## src/rtl/canv_pkg.sv

```systemverilog
// Shared canvas definitions: widths, pixel-depth shift codes and the
// span writer's state encoding.
package canv_pkg;

  localparam int CORDW  = 16;  // signed coordinate width
  localparam int WORD   = 32;  // vram word width
  localparam int ADDRW  = 14;  // vram word address width
  localparam int SHIFTW = 3;   // width of addr_shift
  localparam int CIDXW  = 8;   // colour index width
  localparam int PIXW   = 5;   // pixel index within a word, log2(WORD)

  // addr_shift codes: log2 of pixels per word
  localparam logic [SHIFTW-1:0] SHIFT_1BPP = 3'd5;
  localparam logic [SHIFTW-1:0] SHIFT_2BPP = 3'd4;
  localparam logic [SHIFTW-1:0] SHIFT_4BPP = 3'd3;
  localparam logic [SHIFTW-1:0] SHIFT_8BPP = 3'd2;

  typedef enum logic [1:0] {
    ST_IDLE,
    ST_SETUP,
    ST_SPAN,
    ST_DONE
  } state_t;

endpackage

```

## src/rtl/canv_pix_mask.sv

```systemverilog
// Maps a pixel position inside a vram word to its bit mask, and a colour
// index to a word with that index replicated into every pixel slot.
module canv_pix_mask
  import canv_pkg::*;
(
  input  logic [PIXW-1:0]   pix_id,
  input  logic [SHIFTW-1:0] addr_shift,
  input  logic [CIDXW-1:0]  cidx,
  output logic [WORD-1:0]   mask,
  output logic [WORD-1:0]   data
);

  logic [5:0]      bpp;
  logic [WORD-1:0] ones;
  logic [10:0]     bit_pos;

  // pixel mask: bpp ones shifted to the pixel's slot
  always_comb begin
    bpp     = 6'(WORD >> addr_shift);
    ones    = {WORD{1'b1}} >> (6'd32 - bpp);
    bit_pos = 11'(pix_id) * 11'(bpp);
    mask    = ones << bit_pos;
  end

  // colour index truncated to bpp bits and replicated across the word
  always_comb begin
    case (addr_shift)
      SHIFT_1BPP: data = {32{cidx[0]}};
      SHIFT_2BPP: data = {16{cidx[1:0]}};
      SHIFT_4BPP: data = {8{cidx[3:0]}};
      SHIFT_8BPP: data = {4{cidx}};
      3'd1:       data = {2{8'h00, cidx}};
      3'd0:       data = {24'h000000, cidx};
      default:    data = '0;
    endcase
  end

endmodule

```

## src/rtl/canv_pix_write.sv

```systemverilog
// Canvas span writer: clips a horizontal span to the canvas and emits one
// masked vram write per word touched, using the display's base/shift packing.
//
// state    | meaning
// ST_IDLE  | ready for a request
// ST_SETUP | clip span, register line address
// ST_SPAN  | one pixel per cycle, write on word close
// ST_DONE  | done pulse, back to idle
module canv_pix_write
  import canv_pkg::*;
(
  input  logic                    clk_sys,
  input  logic                    rst_sys,
  input  logic [ADDRW-1:0]        addr_base,
  input  logic [SHIFTW-1:0]       addr_shift,
  input  logic [CORDW-1:0]        canv_width,
  input  logic [CORDW-1:0]        canv_height,
  input  logic                    req_valid,
  output logic                    req_ready,
  input  logic signed [CORDW-1:0] req_x,
  input  logic signed [CORDW-1:0] req_y,
  input  logic [CORDW-1:0]        req_len,
  input  logic [CIDXW-1:0]        req_cidx,
  output logic                    busy,
  output logic                    done,
  output logic [WORD-1:0]         vram_wmask,
  output logic [ADDRW-1:0]        vram_addr,
  output logic [WORD-1:0]         vram_din
);

  state_t                  state;
  logic signed [CORDW-1:0] lat_x, lat_y;
  logic [CORDW-1:0]        lat_len;
  logic [CIDXW-1:0]        lat_cidx;
  logic signed [CORDW:0]   cur_x, end_x;
  logic [ADDRW-1:0]        line_addr;
  logic [WORD-1:0]         mask_acc;

  logic signed [CORDW:0] x_ext, y_ext, x_sum, width_ext, height_ext;
  logic signed [CORDW:0] clip_x0, clip_x1;
  logic [CORDW-1:0]      stride;
  logic [ADDRW-1:0]      line_prod;
  logic                  skip;

  logic [CORDW-1:0] cur_u, nxt_u, word, nxt_word;
  logic [5:0]       pix_sel;
  logic [PIXW-1:0]  pix_id;
  logic             last, close;
  logic [WORD-1:0]  pix_mask, pix_data, new_mask;

  assign req_ready = (state == ST_IDLE);
  assign busy      = (state != ST_IDLE);

  // clipping and line address for the latched request (one extra sign bit)
  always_comb begin
    x_ext      = {lat_x[CORDW-1], lat_x};
    y_ext      = {lat_y[CORDW-1], lat_y};
    width_ext  = {1'b0, canv_width};
    height_ext = {1'b0, canv_height};
    x_sum      = x_ext + $signed({1'b0, lat_len});
    clip_x0    = x_ext[CORDW] ? '0 : x_ext;
    clip_x1    = (x_sum < width_ext) ? x_sum : width_ext;
    stride     = canv_width >> addr_shift;
    // low product bits only depend on low operand bits, so the wrap is exact
    line_prod  = lat_y[ADDRW-1:0] * stride[ADDRW-1:0];
    skip       = y_ext[CORDW] || (y_ext >= height_ext) ||
                 (clip_x0 >= clip_x1) || (lat_len == '0);
  end

  // per-pixel word/slot decode and word-close detection
  always_comb begin
    cur_u    = cur_x[CORDW-1:0];
    nxt_u    = cur_u + 1'b1;
    word     = cur_u >> addr_shift;
    nxt_word = nxt_u >> addr_shift;
    pix_sel  = (6'd1 << addr_shift) - 6'd1;
    pix_id   = cur_u[PIXW-1:0] & pix_sel[PIXW-1:0];
    last     = ($signed({1'b0, nxt_u}) == end_x);
    close    = last || (nxt_word != word);
    new_mask = mask_acc | pix_mask;
  end

  canv_pix_mask u_mask (
    .pix_id     (pix_id),
    .addr_shift (addr_shift),
    .cidx       (lat_cidx),
    .mask       (pix_mask),
    .data       (pix_data)
  );

  // request FSM with registered vram outputs and done pulse
  always_ff @(posedge clk_sys) begin
    if (rst_sys) begin
      state      <= ST_IDLE;
      lat_x      <= '0;
      lat_y      <= '0;
      lat_len    <= '0;
      lat_cidx   <= '0;
      cur_x      <= '0;
      end_x      <= '0;
      line_addr  <= '0;
      mask_acc   <= '0;
      vram_wmask <= '0;
      vram_addr  <= '0;
      vram_din   <= '0;
      done       <= 1'b0;
    end else begin
      vram_wmask <= '0;
      done       <= 1'b0;
      case (state)
        ST_IDLE: begin
          if (req_valid) begin
            lat_x    <= req_x;
            lat_y    <= req_y;
            lat_len  <= req_len;
            lat_cidx <= req_cidx;
            state    <= ST_SETUP;
          end
        end
        ST_SETUP: begin
          line_addr <= addr_base + line_prod;
          cur_x     <= clip_x0;
          end_x     <= clip_x1;
          mask_acc  <= '0;
          if (skip) begin
            state <= ST_DONE;
            done  <= 1'b1;
          end else begin
            state <= ST_SPAN;
          end
        end
        ST_SPAN: begin
          if (close) begin
            vram_wmask <= new_mask;
            vram_addr  <= line_addr + word[ADDRW-1:0];
            vram_din   <= pix_data;
            mask_acc   <= '0;
          end else begin
            mask_acc   <= new_mask;
          end
          if (last) begin
            state <= ST_DONE;
            done  <= 1'b1;
          end else begin
            cur_x <= cur_x + 1'b1;
          end
        end
        ST_DONE: state <= ST_IDLE;
        default: state <= ST_IDLE;
      endcase
    end
  end

endmodule

```

## config.mk

```make
export PLATFORM = sky130hd
export DESIGN_NAME = canv_pix_write
export DESIGN_NICKNAME = d
export VERILOG_FILES = /design/src/rtl/canv_pkg.sv /design/src/rtl/canv_pix_mask.sv /design/src/rtl/canv_pix_write.sv
export SDC_FILE = /design/constraint.sdc
export NUM_CORES = 1
export LEC_CHECK = 0
export CAP_MARGIN = 20
export CORE_AREA = 5 5 189 191
export DETAILED_ROUTE_END_ITERATION = 10
export DIE_AREA = 0 0 194 196
export PLACE_DENSITY = 0.87
export SYNTH_ARGS = -nofsm -noshare
export SYNTH_HDL_FRONTEND = slang
export SYNTH_SLANG_ARGS = --single-unit
```

## constraint.sdc

```tcl
create_clock -name clk_sys -period 9.5 [get_ports clk_sys]
set_input_delay 1.9 -clock clk_sys [delete_from_list [all_inputs] [get_ports clk_sys]]
set_output_delay 1.9 -clock clk_sys [all_outputs]
set_load 0.02 [all_outputs]
```

# [Word-level counts from Yosys, hierarchy flattened]
# Index checks and enable logic that the tools add are counted.
[word_totals] reg_bits=217 input_bits=108 out_inout_bits=81 wordCells=77
[op_classes] addsub=7 mul=2 n_lt_le_gt_ge=3 eq_ne=13 shift=7 n_mux=14 bitwise=4 reduce_logical=14
[op_table] operator="one-hot mux 32 bit (6 select lines)" n=1
[op_table] operator="one-hot mux 32 bit (2 select lines)" n=1
[op_table] operator="greater-or-equal comparator 16 x 17 -> 1 bit" n=2
[op_table] operator="2-to-1 mux 17 bit" n=2
[op_table] operator="one-hot mux 17 bit (2 select lines)" n=1
[op_table] operator="2-to-1 mux 32 bit" n=1
[op_table] operator="OR 32 bit" n=1
[op_table] operator="left shift 32 x 11 -> 32 bit" n=1
[op_table] operator=">> shifter 16 x 3 -> 16 bit" n=2
[op_table] operator=">> shifter 32 x 6 -> 32 bit (first input constant)" n=1
[op_table] operator="adder 14 bit" n=2
[op_table] operator="adder 16 x 17 -> 17 bit" n=1
[op_table] operator="adder 17 x 1 -> 17 bit (second input constant)" n=1
[op_table] operator="== test 17 bit" n=1
[op_table] operator="less-than comparator 17 bit" n=1
[op_table] operator="adder 16 x 1 -> 16 bit (second input constant)" n=1
[op_table] operator="logical NOT 16 bit" n=1
[op_table] operator="!= test 16 bit" n=1
[op_table] operator=">> shifter 16 x 3 -> 14 bit" n=1
[op_table] operator="2-to-1 mux 15 bit" n=1
[op_table] operator="multiplier 14 x 14 -> 14 bit" n=1
[op_table] operator="multiplier 5 x 6 -> 11 bit" n=1
[op_table] operator="one-hot mux 2 bit (4 select lines)" n=1
[op_table] operator="AND reduction 2 bit" n=4
[op_table] operator="20 further kinds" n=33

# [Logic depth before layout (Yosys ltp)]
# Gate-level depths: netlist of run 1.
[logic_depth] ltp_word=8 depth_mapped=29 depth_no_buf=27

# [By module]
# From an unflattened synthesis of run 1, not the netlist that was laid out.
[unflattened] hier_cells=2323 hier_area_um2=18685.4
[by_module_without_submodules] mod="canv_pix_write" n_inst=1 cells_each=1829 area_per_inst_um2=15630.0 seq_area_each_um2=4324.1
[by_module_without_submodules] mod="canv_pix_mask" n_inst=1 cells_each=494 area_per_inst_um2=3055.4 seq_area_each_um2=0.0

# [Worst setup path after synthesis of run 1]
# Ideal clock, no wire load.
[synth_path] path_kind="input to register" from="input port addr_shift[0]" to="register line_addr[13]" setup_ns=0.079 arrival_ns=7.899 t_required_ns=9.421 slack_ns=1.522 stages=24 path_buffers=5 cell_sequence="buf_4 > buf_6 > buf_8 > buf_6 > mux2i_1 > a211oi_1 > clkbuf_1 > nand2_1 > fa_1 > inv_1 > fa_1 > inv_1 > fa_1 > inv_1 > fa_1 > fa_1 > fa_1 > ha_1 > nand3_1 > o31ai_1 > nor4_1 > nor3_1 > xnor3_1 > a211oi_2"
[synth_between] elab_chain_cells=3
[synth_lines] item="start, declared" line_no="canv_pix_write.sv:15" text="input logic [SHIFTW-1:0] addr_shift,"
[synth_lines] item=">> shifter 16 x 3 -> 14 bit" line_no="canv_pix_write.sv:63" text="stride = canv_width >> addr_shift;"
[synth_lines] item="multiplier 14 x 14 -> 14 bit" line_no="canv_pix_write.sv:65" text="line_prod = lat_y[ADDRW-1:0] * stride[ADDRW-1:0];"
[synth_lines] item="adder 14 bit" line_no="canv_pix_write.sv:121" text="line_addr <= addr_base + line_prod;"
[synth_lines] item="end signal, assigned" line_no="canv_pix_write.sv:121"
[synth_lines] item="end, declared" line_no="canv_pix_write.sv:36" text="logic [ADDRW-1:0] line_addr;"
# No other way between the ends.
# A chain may end at the register's enable or synchronous reset.

# [Worst setup path in the final report of run 1]
[layout_path] from="input port addr_shift[2]" to="register line_addr[13]"
# Same word-level chain as after synthesis.

==> results_dict.tcl, run 1 <==
set metrics [dict create \
    ctsHoldBuffers 0 \
    dpl-instance-area_um2 20300 \
    routed_wl_um 55200 \
    grt_max_degree 68 \
    clk_pin_slew_ns 0.06 \
    internal-power_uw 2730 \
    finalMaxSlewViolations 0 \
    synth_edf_count 0 \
    ctsResizeCount 0 \
    final.setup_skew_ns 0.0184 \
    leakage_uw 0.00892 \
    finalSetupViolations 0 \
    synth-seq-cells 208 \
    cp-start-kind "input port" \
    viasPerCell 6.04 \
    ir_worst_vdd_uv 158 \
    cts-root-buf "clkbuf_16" \
    cts_setup_buffers 0 \
    numCtsBuffers 24 \
    final_cell_mix "nand2_1, dfxtp_1, a21oi_1" \
    cts_sinks 208 \
    path_max_fanout 23 \
    ys_warn_count 0 \
    criticalPathCategory "input port to flip-flop" \
    synthMuxAreaShare_pct 7.09 \
    grt_pass1_wl_um 87500 \
    layout.nets 2734 \
    synthFlopType "dfxtp_1" \
    cp_slowest_cell "fa_1" \
    antenna_cells 0 \
    postSynthAreaPerCell_um2 7.95 \
    drtIter0Drc 1511 \
    drc 0 \
    final_common_cell "nand2_1" \
    grtUsageTotal_pct 27.6 \
    fin_crit_ns 8.28 \
    overflow 0 \
    synth_async_sr_flop_share_pct 0 \
    start_util_pct 53.8 \
    period_share_pct 87.2 \
    firstDrtPassIters 8 \
    synth_compound_area_share_pct 19.4 \
    worst_slack_ns 1.22 \
    std_cell_rows 68 \
    synthAdderAreaFrac_pct 19.1 \
    p_clk_share_pct 17.6 \
    ys_seq_area_share_pct 22.8 \
    crit_top_cell "fa_1" \
    drtAntennaViolNets 0 \
    antenna_found_initial 0 \
    syn_inst 2297 \
    path_delay_family "adder cells" \
    power_frac_seq_pct 24.3 \
    switching_power_uw 2360 \
    crit_chain "clkdlybuf4s50_1 -> buf_4 -> nor2b_1 -> buf_4 -> a221oi_1 -> buf_4 -> nand2_1 -> fa_1 -> inv_1 -> fa_1 -> fa_1 -> inv_1 -> fa_1 -> fa_1 -> inv_1 -> fa_1 -> ha_1 -> nand3_1 -> o31ai_1 -> nor4_1 -> nor3_1 -> xnor3_1 -> a211oi_2" \
    core-area_um2 33900 \
    htreeDepth 1 \
    insertion_delay_ns 0.55 \
    switching_share_pct 46.4 \
    drive_gt1_share_pct 5.43 \
    pwr-share-comb_pct 58.1 \
    fin_tns_setup_ns 0 \
    dieHeight_um 196 \
    syn_area_um2 18300 \
    clockBufferDepth 3 \
    max_freq_ghz 0.121 \
    finalPower_uw 5090 \
    dieArea_um2 38000 \
    slowest_delay_ns 0.55 \
    cp_data_arrival_time_ns 8.73 \
    rsz0062_at_grt "no" \
    synth_top_family_by_area "simple AND/OR/NAND/NOR gates" \
    gp_congestion 0.980 \
    yosys.area_share.simple_pct 19.5 \
    cp_num_buf_inv 7 \
    wire_per_inst_um 19.3 \
    cts_tree "yes" \
    grt_pass1_vias 16700 \
    dp_hpwl_um 42600 \
    port_buffers 188 \
    vias 17300 \
    max-cap-violations 0 \
    synth_xor_area_share_pct 4.39 \
    hp-class "flip-flop to flip-flop" \
    status "finished clean" \
    pwr_density_cell_nw_per_um2 241 \
    synthToLayoutAreaGrowth_pct 15.4 \
    tightest_slew_ns 1.12 \
    hold_viol_final 0 \
    ios 189 \
    die_w_um 194 \
    relSlewSlack_pct 25.0 \
    dp_slack_ns 0.731 \
    stdcell_area_um2 21100 \
    cp-end-kind "flip-flop" \
    ys_types 90 \
    cp.required_ns 9.95 \
]
==> flip-flops by register name, indices dropped and copies added (netlist names), 2 cells and up <==
name / cells
cur_x: 16
end_x: 17
lat_cidx: 8
lat_len: 16
lat_x: 16
lat_y: 16
line_addr: 14
mask_acc: 32
state: 2
vram_addr: 14
vram_din: 24
vram_wmask: 32
==> worst register-to-register path, delay by kind of cell, from the launching register on <==
kind,cells,cell delay (ns)
multiplexers,1,0.29
adder cells (fa/ha/maj),5,1.72
AND/OR/NAND/NOR,3,0.27
AO/OA/AOI/OAI,17,3.65
XOR/XNOR,1,0.17
flip-flops,1,0.38
buffers and inverters,1,0.30
==> cell type report <==
| cell class | instances | area (µm²) |
|---|---|---|
| clock buffer | 33 | 644 |
| clock inverter | 9 | 101 |
| fill | 2874 | 12900 |
| inverter | 186 | 698 |
| multi-input combinational | 1754 | 12700 |
| sequential | 208 | 4160 |
| tap | 455 | 569 |
| timing repair buffer | 222 | 2140 |
==> cell families (layout without fill, tap and decap cells) <==
logic type / after synthesis / count (layout)
AO/OA/AOI/OAI: 544 / 544
XOR/XNOR: 90 / 90
adder cells (fa/ha/maj): 230 / 230
buffers and inverters: 340 / 450
flip-flops: 208 / 208
multiplexers: 117 / 117
other: 2 / 7
AND/OR/NAND/NOR: 766 / 766
==> metrics by stage <==
step / hold WS [ns] / std cells / util [%]
floorplan: 0.424 / 2302 / -
global route: 0.467 / 2867 / 62.0
CTS: 0.457 / 2865 / 62.0
global placement: 0.438 / 2823 / 59.8
finish: 0.459 / 2867 / 62.0
detailed placement: 0.448 / 2823 / 59.8
==> path summary, 6_finish.rpt <==
| check | startpoint | to | slack (ns) | depth (start not counted) |
|---|---|---|---|---|
| setup / recovery | addr_shift[2] | line_addr[13]$_SDFFE_PP0P_ | 1.22 | 23 |
| hold / removal | mask_acc[28]$_SDFFE_PP0P_ | mask_acc[28]$_SDFFE_PP0P_ | 0.46 | 2 |
| setup reg to reg | lat_len[0]$_SDFFE_PP0P_ | done$_SDFF_PP0_ | 2.55 | 28 |
| hold reg to reg | mask_acc[28]$_SDFFE_PP0P_ | mask_acc[28]$_SDFFE_PP0P_ | 0.46 | 2 |
==> Yosys cell counts (22+ instances only) <==
cell type,number,area [µm²]
nor2_1,182,683
a21o_1,29,218
nor3_1,38,190
nand4_1,22,138
and2_1,28,175
and3_1,22,138
nor2b_1,44,275
mux2i_1,91,911
buf_2,29,145
a211oi_1,38,285
inv_1,185,694
o21ai_0,86,430
dfxtp_1,208,4160
a31oi_1,25,156
nand3_1,35,175
xnor2_1,67,587
xor2_1,22,193
fa_1,82,1640
ha_1,148,1850
nand2_1,306,1150
nand2b_1,25,156
a21oi_1,188,941
clkbuf_1,99,372
==> per-layer routing <==
layer / GRT usage [%] / up-vias / routed length (µm)
li1: - / 8156 / -
met1: 35.9 / 8244 / 22800
met2: 47.1 / 751 / 26200
met3: 3.09 / 156 / 3560
met4: 11.3 / 0 / 2670
met5: 0 / - / 0
==> power groups by stage <==
stage,Combinational (µW),Sequential [µW],Clock (µW)
after floorplan,2240,1120,0
after global placement,2770,1240,0
after detailed placement,2880,1240,0
after CTS,2900,1220,909
after global routing,3270,1250,945
final,2950,1230,897
Power figures use the tool's default switching activity.
==> inputs of run 2 (changes only) <==
- TNS_END_PERCENT: default -> 10
==> results of run 2 <==
Final layout, timing and power as in run 1 (identical DEF).
